$ cat src/rtl/sdram_init_monitor.sv
// Passive checker for the SDRAM power-up sequence: pause, PRECHARGE-all, N auto-refreshes, MRS.
// On success it exports the programmed mode fields and raises ready_o. Otherwise it latches the first violation code.
module sdram_init_monitor #(
    parameter int MIN_PAUSE_CYCLES = 33334,
    parameter int MIN_AR_COUNT     = 8,
    parameter int TRP_CYCLES       = 3,
    parameter int TRC_CYCLES       = 7,
    parameter int TMRD_CYCLES      = 2
) (
    input  logic        clk_i,
    input  logic        rst_i,
    input  logic [3:0]  cmd_i,
    input  logic [11:0] a_i,
    input  logic [1:0]  bs_i,
    output logic        ready_o,
    output logic        error_o,
    output logic [2:0]  err_code_o,
    output logic [3:0]  ar_count_o,
    output logic [2:0]  burst_length_o,
    output logic        addressing_mode_o,
    output logic [2:0]  cas_latency_o,
    output logic        write_mode_o
);

    localparam int PW = $clog2(MIN_PAUSE_CYCLES + 1);
    localparam logic [PW-1:0] PAUSE_MAX = PW'(MIN_PAUSE_CYCLES);
    localparam logic [7:0]    TRP_G     = 8'(TRP_CYCLES);
    localparam logic [7:0]    TRC_G     = 8'(TRC_CYCLES);
    localparam logic [7:0]    TMRD_G    = 8'(TMRD_CYCLES);
    localparam logic [3:0]    AR_MIN    = 4'(MIN_AR_COUNT);

    typedef enum logic [2:0] {
        WAIT_PAUSE_S, WAIT_AR_S, WAIT_MRD_S, READY_S, ERROR_S
    } state_e;

    typedef enum logic [2:0] {
        ERR_NONE      = 3'd0,
        ERR_EARLY     = 3'd1,
        ERR_ILLEGAL   = 3'd2,
        ERR_TRP       = 3'd3,
        ERR_TRC       = 3'd4,
        ERR_AR_SHORT  = 3'd5,
        ERR_BAD_PRE   = 3'd6,
        ERR_BAD_MODE  = 3'd7
    } err_e;

    state_e          state_q, state_d;
    err_e            err_code_q, err_code_d;
    logic [PW-1:0]   pause_q, pause_d;
    logic [7:0]      gap_q, gap_d;
    logic [3:0]      ar_count_q, ar_count_d;
    logic            last_ar_q, last_ar_d;
    logic [2:0]      bl_q, bl_d;
    logic            am_q, am_d;
    logic [2:0]      cl_q, cl_d;
    logic            wm_q, wm_d;

    logic            is_idle, is_pre, is_ar, is_mrs, bad_mode;
    logic            raise;
    err_e            raise_code;

    assign is_idle  = cmd_i[3] || (cmd_i == 4'b0111);
    assign is_pre   = (cmd_i == 4'b0010);
    assign is_ar    = (cmd_i == 4'b0001);
    assign is_mrs   = (cmd_i == 4'b0000);
    assign bad_mode = (a_i[8:7] != 2'b00) || (a_i[11:10] != 2'b00) || (bs_i != 2'b00);

    // NOTE: every signal assigned in this block gets a default first, so no path can infer a latch.
    always_comb begin
        state_d    = state_q;
        err_code_d = err_code_q;
        ar_count_d = ar_count_q;
        last_ar_d  = last_ar_q;
        bl_d       = bl_q;
        am_d       = am_q;
        cl_d       = cl_q;
        wm_d       = wm_q;
        raise      = 1'b0;
        raise_code = ERR_NONE;
        pause_d    = (pause_q == PAUSE_MAX) ? pause_q : pause_q + 1'b1;
        gap_d      = !is_idle ? 8'd1 : ((gap_q == 8'hFF) ? gap_q : gap_q + 8'd1);

        case (state_q)
            WAIT_PAUSE_S: begin
                if (!is_idle) begin
                    raise = 1'b1;
                    if (pause_q < PAUSE_MAX) raise_code = ERR_EARLY;
                    else if (!is_pre)        raise_code = ERR_ILLEGAL;
                    else if (!a_i[10])       raise_code = ERR_BAD_PRE;
                    else begin
                        raise     = 1'b0;
                        state_d   = WAIT_AR_S;
                        last_ar_d = 1'b0;
                    end
                end
            end
            WAIT_AR_S: begin
                // The gap requirement depends on whether the previous command was PRECHARGE or a refresh.
                if (is_ar) begin
                    if (gap_q < (last_ar_q ? TRC_G : TRP_G)) begin
                        raise      = 1'b1;
                        raise_code = last_ar_q ? ERR_TRC : ERR_TRP;
                    end else begin
                        ar_count_d = (ar_count_q == 4'hF) ? ar_count_q : ar_count_q + 4'd1;
                        last_ar_d  = 1'b1;
                    end
                end else if (is_mrs) begin
                    raise = 1'b1;
                    if (gap_q < TRC_G)           raise_code = last_ar_q ? ERR_TRC : ERR_TRP;
                    else if (ar_count_q < AR_MIN) raise_code = ERR_AR_SHORT;
                    else if (bad_mode)            raise_code = ERR_BAD_MODE;
                    else begin
                        raise   = 1'b0;
                        bl_d    = a_i[2:0];
                        am_d    = a_i[3];
                        cl_d    = a_i[6:4];
                        wm_d    = a_i[9];
                        state_d = WAIT_MRD_S;
                    end
                end else if (!is_idle) begin
                    raise      = 1'b1;
                    raise_code = ERR_ILLEGAL;
                end
            end
            WAIT_MRD_S: begin
                if (!is_idle && (gap_q < TMRD_G)) begin
                    raise      = 1'b1;
                    raise_code = ERR_ILLEGAL;
                end else if (({1'b0, gap_q} + 9'd1) >= {1'b0, TMRD_G}) begin
                    // Move one cycle early so ready_o is visible exactly TMRD cycles after the MRS.
                    state_d = READY_S;
                end
            end
            READY_S:  ;
            ERROR_S:  ;
            default:  state_d = ERROR_S;
        endcase

        if (raise) begin
            state_d    = ERROR_S;
            err_code_d = raise_code;
        end
    end

    // NOTE: sequential state uses non-blocking assignments so all flops update together at the edge.
    always_ff @(posedge clk_i or posedge rst_i) begin
        if (rst_i) begin
            state_q    <= WAIT_PAUSE_S;
            err_code_q <= ERR_NONE;
            pause_q    <= '0;
            gap_q      <= '0;
            ar_count_q <= '0;
            last_ar_q  <= 1'b0;
            bl_q       <= '0;
            am_q       <= 1'b0;
            cl_q       <= '0;
            wm_q       <= 1'b0;
        end else begin
            state_q    <= state_d;
            err_code_q <= err_code_d;
            pause_q    <= pause_d;
            gap_q      <= gap_d;
            ar_count_q <= ar_count_d;
            last_ar_q  <= last_ar_d;
            bl_q       <= bl_d;
            am_q       <= am_d;
            cl_q       <= cl_d;
            wm_q       <= wm_d;
        end
    end

    assign ready_o           = (state_q == READY_S);
    assign error_o           = (state_q == ERROR_S);
    assign err_code_o        = err_code_q;
    assign ar_count_o        = ar_count_q;
    assign burst_length_o    = bl_q;
    assign addressing_mode_o = am_q;
    assign cas_latency_o     = cl_q;
    assign write_mode_o      = wm_q;

endmodule
$ cat config.mk
export PLATFORM = sky130hd
export DESIGN_NAME = sdram_init_monitor
export DESIGN_NICKNAME = d
export VERILOG_FILES = /design/src/rtl/sdram_init_monitor.sv
export SDC_FILE = /design/constraint.sdc
export NUM_CORES = 1
export LEC_CHECK = 0
export ABC_AREA = 1
export ABC_CLOCK_PERIOD_IN_PS = 2200
export BUFFER_PORTS_ARGS = -buffer_cell sky130_fd_sc_hd__buf_2
export CORE_MARGIN = 1.5
export CORE_UTILIZATION = 56
export CTS_BUF_LIST = sky130_fd_sc_hd__clkbuf_2
export DETAILED_ROUTE_END_ITERATION = 8
export PLACE_DENSITY = 0.84
export REMOVE_ABC_BUFFERS = 1
export SLEW_MARGIN = 40
export SYNTH_ARGS = -nofsm -noshare
export SYNTH_HDL_FRONTEND = slang
export SYNTH_SLANG_ARGS = --single-unit
$ cat constraint.sdc
create_clock -name clk_i -period 2.2 [get_ports clk_i]
set_clock_uncertainty 0.15 [all_clocks]
set_input_delay 0.22 -clock clk_i [delete_from_list [all_inputs] [get_ports clk_i]]
set_output_delay 0.22 -clock clk_i [all_outputs]
set_load 0.05 [all_outputs]
==> impl_metrics.ini <==
[sta]
min_period_over_period_pct = 91.9
max-slew-margin-rel_pct = 64.8
setup_ws_ns = 0.178
finalHoldViolations = 0
worst_pin_slew_ns = 0.528
setup-violations-final = 0
holdWs_ns = 0.0359
max_freq_mhz = 494
finalCriticalPeriod_ns = 2.02
finalMaxSlewViolations = 0

[synthesis]
synth.distinct_cells = 29
ys.warnings.count = 0
ys.flop_type = dfrtp_1
synthTopCellsByCount = 67 x nand2_1, 43 x dfrtp_1, 43 x inv_1, 42 x nor2_1, 31 x nand3_1
ys_ff_latch = 43
syn_avg_cell_area_um2 = 7.94
yosys.area.top_type = dfrtp_1
syn_area_mm2 = 0.00251
synthCells = 316
synth_edf_count = 0
postSynth.asyncResetShare_pct = 100
ys_seq_area_share_pct = 42.9
yosys-top-cells-area = dfrtp_1 43%, nand2_1 10%, inv_1 6.4%
yosys.cell_count.top_type = nand2_1
yosysTopAreaCellShare_pct = 42.9

[run_status]
status = completed

[clock_network]
clockBufferDepth = 2
path_clk_slew_ns = 0.24
cts-root-buf = clkbuf_2
cts_tree = done
cts-htree-levels = 2
clk_latency_ns = 0.42
cts_buffers = 5
clock_sinks = 43

[die]
fp.dieH_um = 69.9
core_area_mm2 = 0.00432
die_x_um = 69.9
rows = 24
initial_core_util_pct = 58.0
dieArea_mm2 = 0.00489
io_pins = 37

[cells_and_area]
drive_gt1_share_pct = 22.4
antenna_cells = 0
syn2layout_area_growth_pct = 17.8
nets = 395

[route]
vias = 2252
routedWlPerCell_um = 12.9
first_pass_iters = 4
antenna_left = 0
wirelength_um = 5460
drtIter0Drc = 190
via_per_inst = 5.34
drc = 0

[global_route]
grt_overflow = 0
grt_pass1_wl_um = 9320
antenna_found_initial = 0
grt_max_degree = 44
grt_pass1_vias = 2173
grt_usage_pct = 23.6

[critical_path]
critPathMaxStageDelay_ns = 0.43
worstPathMaxFanout = 5
critPathSlowestCell = dfrtp_1
cp_common_cell = nand2_1
critPathKind = flip-flop to flip-flop
arrival_ns = 2.21
start_kind = flip-flop
r2r_setup_slack_ns = 0.18
crit_required_ns = 2.38
cp_cell_sequence = inv_1 -> ha_1 -> nand2_1 -> nand2_1 -> nor2_2 -> nand3_1 -> nand2_1 -> nor2_1 -> nand3_2 -> inv_2 -> nand2_4 -> nand2_1 -> nand2_1 -> nand2_1
endpoint_kind = flip-flop

[power]
ir_worst_vdd_v = 0.000449
switching_share_pct = 38.0
leakage_uw = 0.00161
power_density_mw_per_mm2 = 763
seqPwrFrac_pct = 40.9
power_frac_comb_pct = 33.8
pwr-share-clk_pct = 25.3
internal-power_uw = 1400
p_switching_uw = 858

[flow_run]
drv_cap = 0

[placement]
gp_congestion = 0.878
io_buffers = 36
hpwl_um = 4090
dp_slack_ns = 0.131

[hold_path]
worstHoldPathType = input pin to flip-flop
layer usage:
| metal | track usage [%] | up-vias | share of wire (%) |
|---|---|---|---|
| met5 | 0 | - | 0 |
| met4 | 5.77 | 0 | 0.84 |
| met3 | 4.62 | 6 | 3.6 |
| met2 | 41.8 | 37 | 54 |
| met1 | 29.6 | 1088 | 42 |
| li1 | - | 1121 | - |
power groups by stage:
stage | Clock [uW] | Combinational (uW) | Sequential [uW]
detailed placement | 0 | 740 | 934
global placement | 0 | 734 | 929
floorplan | 0 | 489 | 1010
CTS | 585 | 755 | 921
finish | 571 | 764 | 922
global route | 610 | 852 | 931
final cells by class:
class / instances / area (um2)
fillers: 363 / 1370
multi-input cells: 225 / 1260
flip-flops and latches: 43 / 1080
repair buffers: 48 / 293
inverters: 46 / 173
clock inverters: 3 / 67.6
well taps: 52 / 65.1
clock buffers: 5 / 25.0
worst max-delay path, delay by kind of cell (launching register included):
family                   cells  cell delay [ns]
flip-flops                   1             0.43
AND/OR/NAND/NOR             11             0.92
buffers and inverters        2             0.22
adder cells (fa/ha/maj)      1             0.25
per-stage QoR:
step,util [%],total power [uW],cell area (um2),TNS (ns),cells
2_1_floorplan,-,1490,2500,-0.192,314
3_3_place_gp,63.8,1660,2760,0,404
3_5_place_dp,63.8,1670,2760,0,404
4_1_cts,68.1,2260,2940,0,421
5_1_grt,68.4,2390,2960,-0.00260,422
6_report,68.4,2260,2960,0,422
flip-flops by register name, indices dropped and copies added, names as in the netlist:
name,cells
err_code_o,3
state_q,3
gap_q,8
pause_q,16
burst_length_o,3
write_mode_o,1
cas_latency_o,3
addressing_mode_o,1
last_ar_q,1
ar_count_o,4
cell families after synthesis:
family	Yosys count	synth area share (%)
buffers and inverters	48	7.28
AOI/OAI and AO/OA	18	3.79
adders and majority gates	6	2.99
xor gates and xnor gates	17	5.93
and+or+nand+nor	174	32.7
DFF	43	42.9
muxes	10	4.49
what timing repair did:
action / in CTS / in global routing
hold endpoints to repair: 51 / 0
setup buffers: 0 / 1
hold buffers: 9 / 0
setup endpoints to repair: 0 / 4
gates resized for setup: 0 / 4
final timing paths:
path / startpoint / end / cells after the start
setup / recovery: last_ar_q / state_q[1] / 14
hold / removal: a_i[10] / err_code_o[2] / 4
setup reg to reg: last_ar_q / state_q[1] / 14
hold reg to reg: pause_q[15] / pause_q[15] / 1
max in group asynchronous: rst_i / gap_q[1] / 4
min in group asynchronous: rst_i / ar_count_o[2] / 4
cells in the final DEF (no fill, tap or decap), types with 5 or more instances in the layout:
master	Yosys	layout
mux2_2	10	10
buf_2	1	36
dlygate4sd3_1	0	9
a21oi_1	6	6
ha_1	6	5
nand2_2	5	5
o21ai_0	8	8
nor3_1	6	6
nor2_1	42	41
clkbuf_2	1	5
nand4_1	8	8
xor2_1	13	13
dfrtp_1	43	41
nand2_1	67	67
nand3_1	31	31
inv_1	43	42
(Power assumes the default switching activity.)
